--- src/rtl/calculator_pkg.sv ---
// Shared types for the calculator stream engine:
// ALU mode and FSM state encodings, memory word width helper.
package calculator_pkg;

  typedef enum logic [1:0] {
    MODE_ADD    = 2'b00,
    MODE_SUB    = 2'b01,
    MODE_ADDSAT = 2'b10,
    MODE_XOR    = 2'b11
  } calc_mode_e;

  typedef enum logic [2:0] {
    IDLE = 3'd0,
    RD   = 3'd1,
    CALC = 3'd2,
    WR   = 3'd3,
    DONE = 3'd4
  } calc_state_e;

  function automatic int mem_w(input int data_w);
    return 2 * data_w;
  endfunction

endpackage

--- src/rtl/calc_alu.sv ---
// Combinational ALU: add, subtract, saturating add, xor.
// carry flags ADD/ADDSAT carry-out and SUB borrow.
module calc_alu
  import calculator_pkg::*;
#(
  parameter int DATA_W = 32
) (
  input  logic [DATA_W-1:0] a,
  input  logic [DATA_W-1:0] b,
  input  calc_mode_e        mode,
  output logic [DATA_W-1:0] result,
  output logic              carry
);

  logic [DATA_W:0] sum;

  assign sum = {1'b0, a} + {1'b0, b};

  // Select the operation result and its carry/borrow flag
  always_comb begin
    result = '0;
    carry  = 1'b0;
    unique case (mode)
      MODE_ADD: begin
        result = sum[DATA_W-1:0];
        carry  = sum[DATA_W];
      end
      MODE_SUB: begin
        result = a - b;
        carry  = (a < b);
      end
      MODE_ADDSAT: begin
        result = sum[DATA_W] ? '1 : sum[DATA_W-1:0];
        carry  = sum[DATA_W];
      end
      MODE_XOR: begin
        result = a ^ b;
        carry  = 1'b0;
      end
      default: begin
        result = '0;
        carry  = 1'b0;
      end
    endcase
  end

endmodule

--- src/rtl/calc_stream_engine.sv ---
// Streams a read range through the ALU, packing two results
// per write word, with busy/done handshake and sticky status.
module calc_stream_engine
  import calculator_pkg::*;
#(
  parameter int DATA_W = 32,
  parameter int ADDR_W = 9,
  localparam int MEM_W = mem_w(DATA_W)
) (
  input  logic              clk_i,
  input  logic              rst_i,
  input  logic              start_i,
  input  logic [1:0]        mode_i,
  input  logic [ADDR_W-1:0] read_start_addr,
  input  logic [ADDR_W-1:0] read_end_addr,
  input  logic [ADDR_W-1:0] write_start_addr,
  input  logic [ADDR_W-1:0] write_end_addr,
  output logic              rd_en_o,
  output logic [ADDR_W-1:0] rd_addr_o,
  input  logic [MEM_W-1:0]  rd_data_i,
  output logic              wr_en_o,
  output logic [ADDR_W-1:0] wr_addr_o,
  output logic [MEM_W-1:0]  wr_data_o,
  output logic              busy_o,
  output logic              done_o,
  output logic              err_o,
  output logic              carry_o
);

  calc_state_e state, state_nx;
  calc_mode_e  mode;

  logic [ADDR_W-1:0] rd_ptr;
  logic [ADDR_W-1:0] rd_end;
  // one extra bit so the pointer cannot wrap past the top address
  logic [ADDR_W:0]   wr_ptr;
  logic [ADDR_W-1:0] wr_end;

  logic [DATA_W-1:0] slot_lo;
  logic [DATA_W-1:0] slot_hi;
  logic              slot;
  logic              err;
  logic              carry;

  logic [ADDR_W-1:0] rd_addr_q;
  logic [ADDR_W-1:0] wr_addr_q;
  logic [MEM_W-1:0]  wr_data_q;

  logic [DATA_W-1:0] alu_res;
  logic              alu_carry;
  logic              bad_range;
  logic              last_rd;
  logic              wr_ovf;

  assign bad_range = (read_end_addr < read_start_addr);
  assign last_rd   = (rd_ptr == rd_end);
  assign wr_ovf    = (wr_ptr > {1'b0, wr_end});

  calc_alu #(
    .DATA_W(DATA_W)
  ) u_alu (
    .a      (rd_data_i[DATA_W-1:0]),
    .b      (rd_data_i[MEM_W-1:DATA_W]),
    .mode   (mode),
    .result (alu_res),
    .carry  (alu_carry)
  );

  // State register
  always_ff @(posedge clk_i) begin
    if (!rst_i) state <= IDLE;
    else        state <= state_nx;
  end

  // Next-state logic
  always_comb begin
    state_nx = state;
    unique case (state)
      IDLE: begin
        if (start_i) state_nx = bad_range ? DONE : RD;
      end
      RD:   state_nx = CALC;
      CALC: state_nx = (slot || last_rd) ? WR : RD;
      WR:   state_nx = (wr_ovf || last_rd) ? DONE : RD;
      DONE: state_nx = IDLE;
      default: state_nx = IDLE;
    endcase
  end

  // Outputs: strobes from state, addresses/data hold when idle
  always_comb begin
    rd_en_o   = (state == RD);
    wr_en_o   = (state == WR) && !wr_ovf;
    busy_o    = (state == RD) || (state == CALC)
             || (state == WR);
    done_o    = (state == DONE);
    err_o     = err;
    carry_o   = carry;
    rd_addr_o = rd_en_o ? rd_ptr : rd_addr_q;
    wr_addr_o = wr_en_o ? wr_ptr[ADDR_W-1:0] : wr_addr_q;
    wr_data_o = wr_en_o ? {slot_hi, slot_lo} : wr_data_q;
  end

  // Datapath: pointers, result slots, status and held outputs
  always_ff @(posedge clk_i) begin
    if (!rst_i) begin
      mode      <= MODE_ADD;
      rd_ptr    <= '0;
      rd_end    <= '0;
      wr_ptr    <= '0;
      wr_end    <= '0;
      slot_lo   <= '0;
      slot_hi   <= '0;
      slot      <= 1'b0;
      err       <= 1'b0;
      carry     <= 1'b0;
      rd_addr_q <= '0;
      wr_addr_q <= '0;
      wr_data_q <= '0;
    end else begin
      unique case (state)
        IDLE: begin
          if (start_i) begin
            mode    <= calc_mode_e'(mode_i);
            rd_ptr  <= read_start_addr;
            rd_end  <= read_end_addr;
            wr_ptr  <= {1'b0, write_start_addr};
            wr_end  <= write_end_addr;
            slot_lo <= '0;
            slot_hi <= '0;
            slot    <= 1'b0;
            err     <= bad_range;
            carry   <= 1'b0;
          end
        end
        RD: rd_addr_q <= rd_ptr;
        CALC: begin
          if (slot) slot_hi <= alu_res;
          else      slot_lo <= alu_res;
          slot  <= ~slot;
          carry <= carry | alu_carry;
          if (!slot && !last_rd)
            rd_ptr <= rd_ptr + ADDR_W'(1);
        end
        WR: begin
          if (wr_ovf) begin
            err <= 1'b1;
          end else begin
            wr_addr_q <= wr_ptr[ADDR_W-1:0];
            wr_data_q <= {slot_hi, slot_lo};
            wr_ptr    <= wr_ptr + (ADDR_W+1)'(1);
            slot_lo   <= '0;
            slot_hi   <= '0;
            slot      <= 1'b0;
            if (!last_rd) rd_ptr <= rd_ptr + ADDR_W'(1);
          end
        end
        default: ;
      endcase
    end
  end

endmodule
--- config.mk ---
export PLATFORM = sky130hd
export DESIGN_NAME = calc_stream_engine
export DESIGN_NICKNAME = d
export VERILOG_FILES = /design/src/rtl/calculator_pkg.sv /design/src/rtl/calc_alu.sv /design/src/rtl/calc_stream_engine.sv
export SDC_FILE = /design/constraint.sdc
export NUM_CORES = 1
export LEC_CHECK = 0
export CORE_ASPECT_RATIO = 1.25
export CORE_MARGIN = 4
export CORE_UTILIZATION = 38
export CTS_BUF_LIST = sky130_fd_sc_hd__clkbuf_16
export DETAILED_ROUTE_END_ITERATION = 8
export PLACE_DENSITY = 0.66
export SLEW_MARGIN = 20
export SYNTH_ARGS = -nofsm -noshare
export SYNTH_HDL_FRONTEND = slang
export SYNTH_SLANG_ARGS = --single-unit
--- constraint.sdc ---
create_clock -name clk_i -period 5.4 [get_ports clk_i]
set_input_delay 0.54 -clock clk_i [delete_from_list [all_inputs] [get_ports clk_i]]
set_output_delay 0.54 -clock clk_i [all_outputs]
set_load 0.03 [all_outputs]
==> out/results.ini, run 1 <==
[outcome]
status = finished clean

[setup_path]
worstPathArrival_ns = 4.35
r2r_end = slot_hi[0]
cpPeakStageDelay_ns = 0.62
reg2reg_depth = 9
path_cells = nor2b_1 -> nand2_1 -> nor2b_4 -> buf_12 -> mux2_2 -> clkdlybuf4s50_1
end_kind = output pin
crit-reg2reg-launch = wr_ptr[7]
crit_type = reg -> out
worstPathRequired_ns = 4.86
crit_fanout = 63
ff2ff_setup_slack_ns = 1.70
worst_path_max_delay_cell = nand2_1
start_kind = flop

[power_and_ir_drop]
vdd_drop_max_uv = 200
p_per_area_nw_per_um2 = 252
p_leak_nw = 6.26

[min_path]
whs_endpoint = slot_lo[6]
hold_path.startpoint = slot_lo[6]
hold_path_class = reg -> reg
worstHoldPathCells = 2

[floorplanning]
die_w_um = 169
initial_core_util = 0.387
core_area_um2 = 32000
fp.dieH_um = 210
dieArea_um2 = 35600
rows = 73
ioPinCount = 193

[placed_design]
detailedPlace.worstSlack_ns = 0.918
io_buffer_count = 192
hpwl_mm = 30.0
dpl_cell_area_um2 = 14500
gp_congestion = 1.03
dp.cells = 2025

[sta]
fin_ws_ns = 0.512
setup_viol = 0
slew-limit-headroom = 0.353
worstMarginPinSlew_ns = 0.947
hold_viol_final = 0
fin_worst_skew_ns = 0.0134
clock.fmax_mhz = 205
drv_slew = 0
rsz0062_at_grt = no
tns_ns = 0
period_share = 0.905
period_minus_slack_ns = 4.89

[clocking]
post-cts-setup-buffers = 0
clk_pin_slew_worst_paths_ns = 0.07
clockBufferDepth = 2
root_buffer = clkbuf_16
postCtsHoldBufs = 0
clk_latency_ns = 0.44
clkSinkCount = 191
cts_resized = 0
cts_tree = yes
numCtsBuffers = 17
cts_max_level = 4

[cells_and_area]
nets = 1822
syn2layout_area_growth_pct = 22.0
fin_area_um2 = 15100
final_cell_mix = 191 x clkdlybuf4s50_1, 190 x dfxtp_1, 128 x nand2_1
finalNonFillerCells = 2057
layout_commonest_cell = clkdlybuf4s50_1
layout-drive-gt1-share = 0.0930
n_antenna_cell = 0

[synthesis]
yosysUniqueCellTypes = 85
synth_top_area_share = 0.309
synth.cell_area_um2 = 12400
synth_area_leaders = dfxtp_1 31%, ha_1 8.4%, mux2_2 7.5%, and2_1 4.5%, nand2_1 3.9%
async_flop_share = 0
synth-seq-area-share = 0.309
syn_nets = 1697
synth-edff-count = 0
synth_seq_cells = 191
yosysTopAreaCell = dfxtp_1
yosysWarnings = 0
avgSynthCellArea_um2 = 8.22
synthFlopType = dfxtp_1
synthCells = 1507

[route]
vias = 11700
top_layer_used = met4
drt_iter0_drc = 1102
final_antenna_net_count = 0
viasPerCell = 5.66
met1_length_mm = 16.5
wl_per_cell_um = 19.3
wl_met2_mm = 19.7
first_pass_iters = 6
drc = 0
totalWireLength_mm = 39.7
wl_met3_mm = 2.36

[global_route]
grt_overflow = 0
grt_pass1_vias = 11200
grt.total_usage = 0.217
antenna_found_initial = 0
grt_max_degree = 66
grt_pass1_wl_mm = 61.9

[job]
cap_violations = 0

-- cells by family after synthesis --
group | share of synthesized area
AOI/OAI and AO/OA | 0.238
and+or+nand+nor | 0.199
buffers and inverters | 0.0592
DFF | 0.309
xor gates and xnor gates | 0.0255
muxes | 0.0827
adders and majority gates | 0.0871
-- how the worst max path moves through the flow --
| stage | slack (ns) | start | depth (start not counted) | endpoint |
|---|---|---|---|---|
| floorplan | 2.13 | wr_ptr[7] | 10 | wr_data_o[10] |
| global placement | 0.94 | state[1] | 6 | wr_data_o[52] |
| detailed placement | 0.92 | state[1] | 6 | wr_data_o[31] |
| CTS | 0.42 | state[1] | 6 | wr_data_o[52] |
| global route | 0.15 | state[1] | 6 | wr_data_o[20] |
| finish | 0.51 | state[1] | 6 | wr_data_o[55] |
-- stage by stage --
step	hold WS (ns)	power (mW)	utilization
final	0.459	3.81	0.473
after global routing	0.487	4.00	0.473
after CTS	0.461	3.82	0.472
after detailed placement	0.447	2.54	0.454
after global placement	0.436	2.53	0.454
after floorplan	0.420	2.20	-
-- cells in the mapped netlist, types with 15 or more instances --
library cell,instances
a21boi_0,21
a21o_1,24
a21oi_1,91
a22o_1,36
a22oi_1,15
a31oi_1,16
and2_1,90
buf_2,24
clkbuf_1,66
dfxtp_1,191
ha_1,83
inv_1,83
mux2_2,83
nand2_1,128
nand2b_1,23
nand3_1,23
nor2_1,108
nor2b_1,23
nor3_1,25
o21ai_0,90
xnor2_1,26
-- report_power, final --
| group | switching [mW] | internal (mW) |
|---|---|---|
| Combinational | 0.616 | 0.401 |
| Sequential | 0.0561 | 1.45 |
| Clock | 0.596 | 0.691 |
-- per-layer routing --
layer	up-vias	track usage
li1	5602	-
met1	5503	0.270
met2	466	0.384
met3	79	0.0307
met4	0	0.0680
met5	-	0
-- critical path, delay by kind of cell (launching register included) --
kind | cells | cell delay (ns)
buffers and inverters | 2 | 1.00
flip-flops | 1 | 0.61
AND/OR/NAND/NOR | 3 | 1.80
multiplexers | 1 | 0.42
-- layout make-up --
type,instances,area (um2)
Timing Repair Buffer,202,2000
Sequential cell,191,3820
Multi-Input combinational cell,1133,7850
Clock buffer,17,425
Tap cell,412,515
Inverter,87,327
Clock inverter,15,161
Fill cell,3130,16900
-- flip-flops by register name, indices dropped and copies added (netlist names) --
signal,flops
state,3
rd_end,9
carry_o,1
wr_data_q,64
rd_addr_q,9
mode,2
wr_end,9
slot,1
slot_hi,32
err_o,1
wr_ptr,10
wr_addr_q,9
rd_ptr,9
slot_lo,32
No activity file was read; power rests on OpenSTA's default activity.
==> run 2: changes to the inputs <==
- ABC_AREA: not set -> 1
- CORE_MARGIN: 4 -> not set
- PLACE_DENSITY: 0.66 -> 0.65
- clock period: 5.4 -> 6.1 ns (I/O delays scaled with it)
==> run 2 against run 1 <==
  * Clock power shrank 12%
  * Wire length rose by 27%
  * Clock-buffer cell count stayed put
  * Die area increased by 5.9%
  * Core utilization decreased by 0.93 points
  * Global-route usage is 5.0 points higher
  * Critical path type unchanged
  * Clock skew fell by 0.0053 ns
  * Register-to-register slack improved by 0.96 ns
  * Synthesized area is 13% higher
  * Combinational power increased by 35%
  * Final cell count grew 44%
==> out/results.ini, run 2 <==
[outcome]
status = finished clean

[setup_path]
worstPathArrival_ns = 4.12  ; -0.23 ns
crit_top_cell = inv_1
path_buf_inv = 6  ; +4
cpPeakStageDelay_ns = 0.68  ; +0.06 ns
crit_fanout = 61  ; -3.2%
worst_path_max_delay_cell = clkdlybuf4s50_1
worstPathRequired_ns = 5.49  ; +0.63 ns
start_kind = flop
crit_type = reg -> out
end_kind = output pin
cp_top_family = buffers and inverters
path_cells = inv_1 -> ha_1 -> inv_1 -> nor2_1 -> nand3_1 -> nor3_1 -> nand3_1 -> nand2_1 -> nand2_2 -> inv_1 -> buf_4 -> or2_2 -> o21ai_0 -> inv_1 -> clkdlybuf4s50_1

[synthesis]
syn_nets = 2543  ; +50%
synth_top_cells_by_count = 609 x nand2_1, 413 x inv_1, 252 x nor2_1, 191 x dfxtp_1, 180 x o21ai_0
synthCells = 2353  ; +56%
avgSynthCellArea_um2 = 5.96  ; -28%
yosysTopAreaCell = dfxtp_1
yosysWarnings = 0  ; unchanged
synth-seq-area-share = 0.273  ; -0.0360
synth_top_area_share = 0.273  ; -0.0360
synth-edff-count = 0  ; unchanged
synth_seq_cells = 191  ; unchanged
yosysUniqueCellTypes = 43  ; -49%
synth_area_leaders = dfxtp_1 27%, nand2_1 16%, inv_1 11%, ha_1 7.4%, nor2_1 6.7%
yosys.cell_count.top_type = nand2_1
synth.cell_area_um2 = 14000  ; +13%
synthFlopType = dfxtp_1
async_flop_share = 0  ; unchanged

[power_and_ir_drop]
p_int_mw = 2.45  ; -3.8%
vdd_drop_max_uv = 198  ; -1.4%
p_comb_frac = 0.348  ; +0.081
pwr-share-clk = 0.287  ; -0.051
power_switching_mw = 1.51  ; +19%
pwr-share-seq = 0.365  ; -0.030
p_per_area_nw_per_um2 = 235  ; -6.8%
switching_share = 0.382  ; +0.0488
p_leak_nw = 8.92  ; +42%

[route]
drt_iter0_drc = 1375  ; +25%
viasPerCell = 5.03  ; -11%
totalWireLength_mm = 50.3  ; +27%
vias = 15000  ; +28%
drc = 0  ; unchanged
first_pass_iters = 5  ; -1
wl_per_cell_um = 16.9  ; -12%
final_antenna_net_count = 0  ; unchanged

[clocking]
clockBufferDepth = 2  ; unchanged
clkSinkCount = 191  ; unchanged
clk_pin_slew_worst_paths_ns = 0.07  ; about the same
root_buffer = clkbuf_16
post-cts-setup-buffers = 0  ; unchanged
cts_tree = yes
postCtsHoldBufs = 0  ; unchanged
numCtsBuffers = 17  ; unchanged
clk_latency_ns = 0.43  ; about the same
cts_max_level = 4  ; unchanged
cts_resized = 0  ; unchanged

[cells_and_area]
largest_register_ffs = 64  ; unchanged
nets = 2669  ; +46%
largestRegisters = wr_data_q (64), slot_hi (32), slot_lo (32)
n_antenna_cell = 0  ; unchanged
fill_cells = 3916  ; +25%
regMostFlops = wr_data_q
final_cell_mix = 608 x nand2_1, 413 x inv_1, 250 x nor2_1
layout-drive-gt1-share = 0.0502  ; -0.0428
syn2layout_area_growth_pct = 20.0
layout_commonest_cell = nand2_1

[global_route]
grt_pass1_wl_mm = 78.5  ; +27%
met3_usage = 0.0255  ; -0.00520
grt.met1_usage = 0.314  ; +0.0433
met2_usage = 0.479  ; +0.0953
grt_max_degree = 75  ; +14%
grt_pass1_vias = 14600  ; +30%
grt.total_usage = 0.267  ; +0.0501
grt_overflow = 0  ; unchanged
antenna_found_initial = 0  ; unchanged
top_usage_layer = met2

[sta]
drv_slew = 0  ; unchanged
period_minus_slack_ns = 4.73
fin_worst_skew_ns = 0.00813  ; -0.00530 ns
clock.fmax_mhz = 212
hold_viol_final = 0  ; unchanged
rsz0062_at_grt = no
period_share = 0.775
tns_ns = 0  ; unchanged
worstMarginPinSlew_ns = 1.08  ; +0.132 ns
slew-limit-headroom = 0.280  ; -0.0723
whs_ns = 0.454  ; -0.00535 ns
setup_viol = 0  ; unchanged

[floorplanning]
core_area_um2 = 36300  ; +14%
fp.dieH_um = 217  ; +3.3%
initial_core_util = 0.386  ; -0.00127
dieArea_um2 = 37700  ; +5.9%
rows = 78  ; +6.8%
die_w_um = 174  ; +2.5%
ioPinCount = 193  ; unchanged

[placed_design]
hpwl_mm = 40.0  ; +33%
gp_congestion = 1.00  ; -3.2%
io_buffer_count = 192  ; unchanged

[min_path]
hold_path_class = reg -> reg

[job]
cap_violations = 0  ; unchanged

==> run 2: cell types whose count changed after synthesis, sizes merged, moves of 83 or more <==
cell	delta
nand2	+485
inv	+337
nor2	+145
nand3	+121
o21ai	+110
and2	-88
mux2	-83
==> run 2: area by class of cell <==
type | instances | area (um2) | share of cell area
multi-input cells | 1642 | 8210 | 0.488
flip-flops and latches | 191 | 3820 | 0.227
repair buffers | 204 | 2010 | 0.119
inverters | 423 | 1590 | 0.0944
well taps | 480 | 601 | 0.0357
clock buffers | 17 | 425 | 0.0253
clock inverters | 15 | 166 | 0.00989
==> run 2: path summary, 6_finish.rpt <==
path                                  from             to  slack [ns]  cells after the start
worst max-delay path             wr_end[8]  wr_data_o[52]        1.37                     15
worst min-delay path            slot_hi[0]     slot_hi[0]        0.45                      2
worst max register to register     mode[1]     slot_lo[4]        2.66                      6
worst min register to register  slot_hi[0]     slot_hi[0]        0.45                      2
==> run 2: cell families after synthesis <==
kind of cell	Yosys count	share of synthesized area
compound gates	380	0.144
xor+xnor	27	0.0169
fa+ha+maj	85	0.0769
buf+inv	520	0.143
flops	191	0.273
simple gates	1150	0.347
==> run 2: layer usage <==
metal	part of all wire	vias up
met4	0.049	0
li1	-	7527
met1	0.41	6798
met3	0.050	112
met5	0	-
met2	0.49	517
==> run 2: stage by stage <==
stage / cell area (um2) / utilization / cells / power [mW] / setup slack [ns]
2_1_floorplan: 14000 / - / 2353 / 2.34 / 3.30
3_3_place_gp: 16200 / 0.447 / 2940 / 2.81 / 1.82
3_5_place_dp: 16200 / 0.447 / 2940 / 2.82 / 1.84
4_1_cts: 16800 / 0.463 / 2972 / 3.96 / 1.36
5_1_grt: 16800 / 0.463 / 2972 / 4.19 / 1.17
6_report: 16800 / 0.463 / 2972 / 3.95 / 1.37
==> run 2: power groups by stage <==
stage               clock network [mW]  logic, mW  registers, mW
floorplan                            0      0.916           1.42
global placement                     0       1.35           1.47
detailed placement                   0       1.36           1.47
CTS                               1.15       1.36           1.44
global route                      1.20       1.53           1.45
finish                            1.14       1.38           1.44
==> run 2: worst reg2reg max path, stage by stage (launching register included) <==
cell and delay, ns:
dfxtp_1 0.74, inv_1 0.42, nor2_2 0.91, nand2_2 0.52, a21oi_1 0.24, o21ai_0 0.29, a21oi_1 0.24
==> run 3: changes to the inputs <==
- PLACE_DENSITY: 0.65 -> 0.67
- clock period: 6.1 -> 4.1 ns (I/O delays scaled with it)
==> run 3 against run 2 <==
  * Clock skew is 0.0040 ns higher
  * Largest cell class unchanged
  * Via count is 0.52% higher
  * Combinational power grew 49%
  * Largest power group unchanged
==> out/results.ini, run 3 (synthesis results as in run 2) <==
[outcome]
status = finished clean

[route]
drc = 0  ; unchanged
viasPerCell = 5.04  ; about the same
vias = 15000  ; +0.52%
final_antenna_net_count = 0  ; unchanged
totalWireLength_mm = 49.4  ; -1.8%
wl_per_cell_um = 16.5  ; -2.2%
first_pass_iters = 6  ; +1
drt_iter0_drc = 1247  ; -9.3%

[sta]
clock.fmax_mhz = 265
fin_worst_skew_ns = 0.0121  ; +0.00397 ns
period_minus_slack_ns = 3.78
setup_viol = 0  ; unchanged
worstMarginPinSlew_ns = 1.04  ; -0.0366 ns
whs_ns = 0.457  ; +0.00326 ns
period_share = 0.922
tns_ns = 0  ; unchanged
rsz0062_at_grt = no
drv_slew = 0  ; unchanged
fin_ws_ns = 0.320  ; -1.05 ns
hold_viol_final = 0  ; unchanged
slew-limit-headroom = 0.305  ; +0.0252

[setup_path]
reg2reg_depth = 10  ; +4
crit_type = reg -> out
end_kind = output pin
crit-reg2reg-launch = state[0]
ff2ff_setup_slack_ns = 0.77  ; -1.89 ns
crit_fanout = 48  ; -21%
worstPathRequired_ns = 3.69  ; -1.80 ns
r2r_end = slot_lo[30]
worstPathArrival_ns = 3.37  ; -0.75 ns
start_kind = flop

[global_route]
grt_pass1_wl_mm = 78.2  ; -0.35%
grt_pass1_vias = 14700  ; +1.2%
grt_max_degree = 63  ; -16%
antenna_found_initial = 0  ; unchanged
grt_overflow = 0  ; unchanged
grt.total_usage = 0.264  ; -0.00299

[floorplanning]
die_w_um = 174  ; unchanged
initial_core_util = 0.386  ; unchanged
ioPinCount = 193  ; unchanged
dieArea_um2 = 37700  ; unchanged
fp.dieH_um = 217  ; unchanged
core_area_um2 = 36300  ; unchanged
rows = 78  ; unchanged

[cells_and_area]
final_util = 0.463  ; -0.000724
syn2layout_area_growth_pct = 19.8
final_cell_mix = 608 x nand2_1, 414 x inv_1, 252 x nor2_1
largest_register_ffs = 64  ; unchanged
largestRegisters = wr_data_q (64), slot_hi (32), slot_lo (32)
nets = 2682  ; +0.49%
layout_commonest_cell = nand2_1
n_antenna_cell = 0  ; unchanged
finalNonFillerCells = 2985  ; +0.44%
layout-drive-gt1-share = 0.0731  ; +0.0229
regMostFlops = wr_data_q

[job]
cap_violations = 0  ; unchanged

[clocking]
clk_latency_ns = 0.44  ; about the same
cts_tree = yes
root_buffer = clkbuf_16
cts_resized = 0  ; unchanged
clockBufferDepth = 2  ; unchanged
postCtsHoldBufs = 0  ; unchanged
cts_max_level = 4  ; unchanged
post-cts-setup-buffers = 0  ; unchanged
numCtsBuffers = 17  ; unchanged
clkSinkCount = 191  ; unchanged
clk_pin_slew_worst_paths_ns = 0.07  ; about the same

[min_path]
hold_path_class = reg -> reg
whs_endpoint = slot_hi[3]
hold_path.startpoint = slot_hi[3]
worstHoldPathCells = 2  ; unchanged

[placed_design]
hpwl_mm = 39.6  ; -1.2%
dp.cells = 2953  ; +0.44%
detailedPlace.worstSlack_ns = 0.633  ; -1.20 ns
gp_congestion = 1.01  ; +1.2%
io_buffer_count = 192  ; unchanged

[power_and_ir_drop]
p_leak_nw = 9.09  ; +2.0%
vdd_drop_max_uv = 336  ; +70%
p_comb_frac = 0.351  ; +0.003
p_per_area_nw_per_um2 = 349  ; +48%
pwr-share-seq = 0.365  ; about the same
pwr-share-clk = 0.284  ; -0.003
p_int_mw = 3.60  ; +47%
switching_share = 0.386  ; +0.00398
power_switching_mw = 2.26  ; +50%

==> run 3: changes by cell type in the layout (fill, tap and decap cells not counted), sizes merged <==
cell,change
buf,+60
clkdlybuf4s50,-48
bufinv,-1
clkinv,-2
inv,+3
dlymetal6s2s,+1
==> run 3: layer usage <==
layer	share of wire	wire length, um	vias to the layer above	global-route usage
met5	0	0	-	0
met4	0.044	2170	0	0.126
met3	0.046	2290	98	0.0194
met2	0.49	24400	507	0.476
met1	0.42	20600	6863	0.316
li1	-	-	7564	-
==> run 3: worst max-delay path by stage <==
stage / from / to / slack, ns / depth (start not counted)
2_1_floorplan: wr_end[8] / wr_addr_o[8] / 1.50 / 15
3_3_place_gp: rd_data_i[53] / slot_lo[27] / 0.68 / 17
3_5_place_dp: wr_end[8] / wr_data_o[49] / 0.63 / 15
4_1_cts: wr_end[8] / wr_data_o[49] / 0.15 / 15
5_1_grt: wr_end[8] / wr_data_o[50] / 0.10 / 15
6_report: wr_end[8] / wr_data_o[50] / 0.32 / 15
==> run 3: critical path: stages, from the launching register on <==
cell and delay (ns):
dfxtp_1 0.31, inv_1 0.05, ha_1 0.27, inv_1 0.05
nor2_1 0.12, nand3_1 0.08, nor3_1 0.20, nand3_1 0.13
nand2_1 0.12, nand2_2 0.06, inv_1 0.11, buf_6 0.29
or2_2 0.16, o21ai_0 0.09, inv_1 0.18, clkdlybuf4s50_1 0.70
==> run 3: cell type report <==
type | count | area, um2
multi-input cells | 1642 | 8200
well taps | 480 | 601
flip-flops and latches | 191 | 3820
fillers | 3909 | 19500
clock buffers | 17 | 425
clock inverters | 15 | 159
repair buffers | 217 | 1990
inverters | 423 | 1590
==> run 3: power by group through the flow <==
stage | sequential [mW] | clock [mW] | combinational (mW)
3_5_place_dp | 2.18 | 0 | 2.03
5_1_grt | 2.15 | 1.76 | 2.29
3_3_place_gp | 2.17 | 0 | 2.01
6_report | 2.14 | 1.66 | 2.06
2_1_floorplan | 2.12 | 0 | 1.36
4_1_cts | 2.13 | 1.68 | 2.04
==> run 3: metrics by stage <==
stage               instance area, um2  power (mW)
floorplan                        14000        3.48
global placement                 16200        4.18
detailed placement               16200        4.21
CTS                              16800        5.86
global route                     16800        6.20
finish                           16800        5.86
==> variant, RTL diff (flow settings as in run 3) <==
Set the parameter `ADDR_W` to 8 (it was 9).
--- a/src/rtl/calc_stream_engine.sv
+++ b/src/rtl/calc_stream_engine.sv
@@ -4,7 +4,7 @@
   import calculator_pkg::*;
 #(
   parameter int DATA_W = 32,
-  parameter int ADDR_W = 9,
+  parameter int ADDR_W = 8,
   localparam int MEM_W = mem_w(DATA_W)
 ) (
   input  logic              clk_i,
Ports: changed (6 resized); port bits go from 193 to 187. No check against the original RTL was run, so the function may have changed too.
==> variant against run 3 <==
Sequential cell count fell by 6; worst setup slack improved by 0.0074 ns; synthesized area fell by 0.22%; largest cell class unchanged; non-clock buffer count fell by 13; power fell by 4.0%; via count fell by 0.66%; global-route usage fell by 1.2 points; wire length fell by 3.3%; critical path type unchanged; clock skew fell by 0.0021 ns; largest power group unchanged; count of clock-buffer cells in the layout did not move; design area fell by 0.69%.
==> variant: results (changes against run 3) <==
[status]
status=finished, final reports clean  ; unchanged

[setup_path]
path_max_fanout=30  ; was 48
r2r_end=slot_lo[4]  ; was slot_lo[30]
max_stage_delay_ns=0.67  ; was 0.70 ns
rr_startpoint=mode[1]  ; was state[0]
ff2ff_setup_slack_ns=1.16  ; was 0.77 ns

[finish]
nNetsFinal=2637  ; was 2682
stdcell_count=2945  ; was 2985
nFillCells=3926  ; was 3909
drive_above_1_share_pct=6.77  ; was 7.31%

[worst_hold_path]
holdPathStages=3  ; was 2
hold_class=primary input to flop  ; was flop to flop
whs_endpoint=slot_lo[15]  ; was slot_hi[3]
hold_path_startpoint=rst_i  ; was slot_hi[3]

[place]
gp_congestion=0.945  ; was 1.01
port-buffer-count=186  ; was 192
hpwl_mm=37.4  ; was 39.6 mm

[timing]
finalClockSkew_ns=0.00997  ; was 0.0121 ns
hold-worst-slack_ns=0.339  ; was 0.457 ns
slew-limit-headroom_pct=45.0  ; was 30.5%

[logic_synthesis]
syn_avg_cell_area_um2=6.03  ; was 5.96 um2
synth_cell_type_count=53  ; was 43
ys_seq_area_share_pct=26.5  ; was 27.3%

[route]
wl_per_cell_um=16.2  ; was 16.5 um
viasPerCell=5.07  ; was 5.04
drt_iter0_markers=1288  ; was 1247

[global_routing]
grt_max_degree=74  ; was 63
grt_pass1_wl_mm=74.9  ; was 78.2 mm

[variant: changes by cell type in the layout (fill, tap and decap cells not counted), moves of 23 or more]
cell,before,now
nor2_1,252,219
o21ai_0,180,138
buf_4,71,17
nand3_1,144,167
clkdlybuf4s50_1,143,185
[variant: metrics by stage]
| step | setup slack [ns] | area (um2) |
|---|---|---|
| 6_report | 0.328 | 16700 |
| 3_3_place_gp | 0.635 | 16100 |
| 3_5_place_dp | 0.598 | 16100 |
| 4_1_cts | 0.101 | 16700 |
| 5_1_grt | 0.0424 | 16700 |
| 2_1_floorplan | 1.51 | 14000 |
[variant: kinds of logic after synthesis]
kind of cell | share of synthesized area [%]
compound gates | 13.4
xor+xnor | 0.877
fa+ha+maj | 7.53
buf+inv | 14.7
flops | 26.5
simple gates | 37.1
[variant: power by group]
group	switching, uW	internal [uW]
clock network	747	899
registers	103	1920
logic	1310	645
total	2160	3460
[variant: worst max path at each step]
stage	from	slack [ns]	cells past startpoint	endpoint
final	wr_ptr[6]	0.33	12	wr_data_o[15]
after global routing	wr_ptr[6]	0.04	12	wr_data_o[27]
after CTS	wr_ptr[6]	0.10	12	wr_data_o[48]
after detailed placement	wr_ptr[6]	0.60	12	wr_data_o[48]
after global placement	wr_ptr[6]	0.63	12	wr_data_o[48]
after floorplan	wr_ptr[6]	1.51	11	wr_addr_o[7]
[variant: area by class of cell]
type / count / area [um2] / share of cell area [%]
multi-input combinational: 1631 / 8240 / 49.4
sequential: 185 / 3700 / 22.2
timing repair buffer: 204 / 2000 / 12.0
inverter: 414 / 1560 / 9.36
tap: 480 / 601 / 3.60
clock buffer: 17 / 425 / 2.55
clock inverter: 14 / 149 / 0.893
[variant: worst reg2reg max path, cell delays in order, from the launching register on]
cell,delay [ns]
dfxtp_1,0.86
inv_1,0.48
nor2_4,0.69
inv_1,0.14
nor2_1,0.13
nor2_1,0.06
nand2_2,0.06
nand3_1,0.11
or2_1,0.24
a21oi_1,0.11
[variant: layer usage]
| layer | up-vias | track usage (%) | wire length [um] |
|---|---|---|---|
| met4 | 0 | 10.5 | 1700 |
| met5 | - | 0 | 0 |
| li1 | 7475 | - | - |
| met1 | 6825 | 31.1 | 20600 |
| met3 | 91 | 3.05 | 2480 |
| met2 | 542 | 44.0 | 23000 |
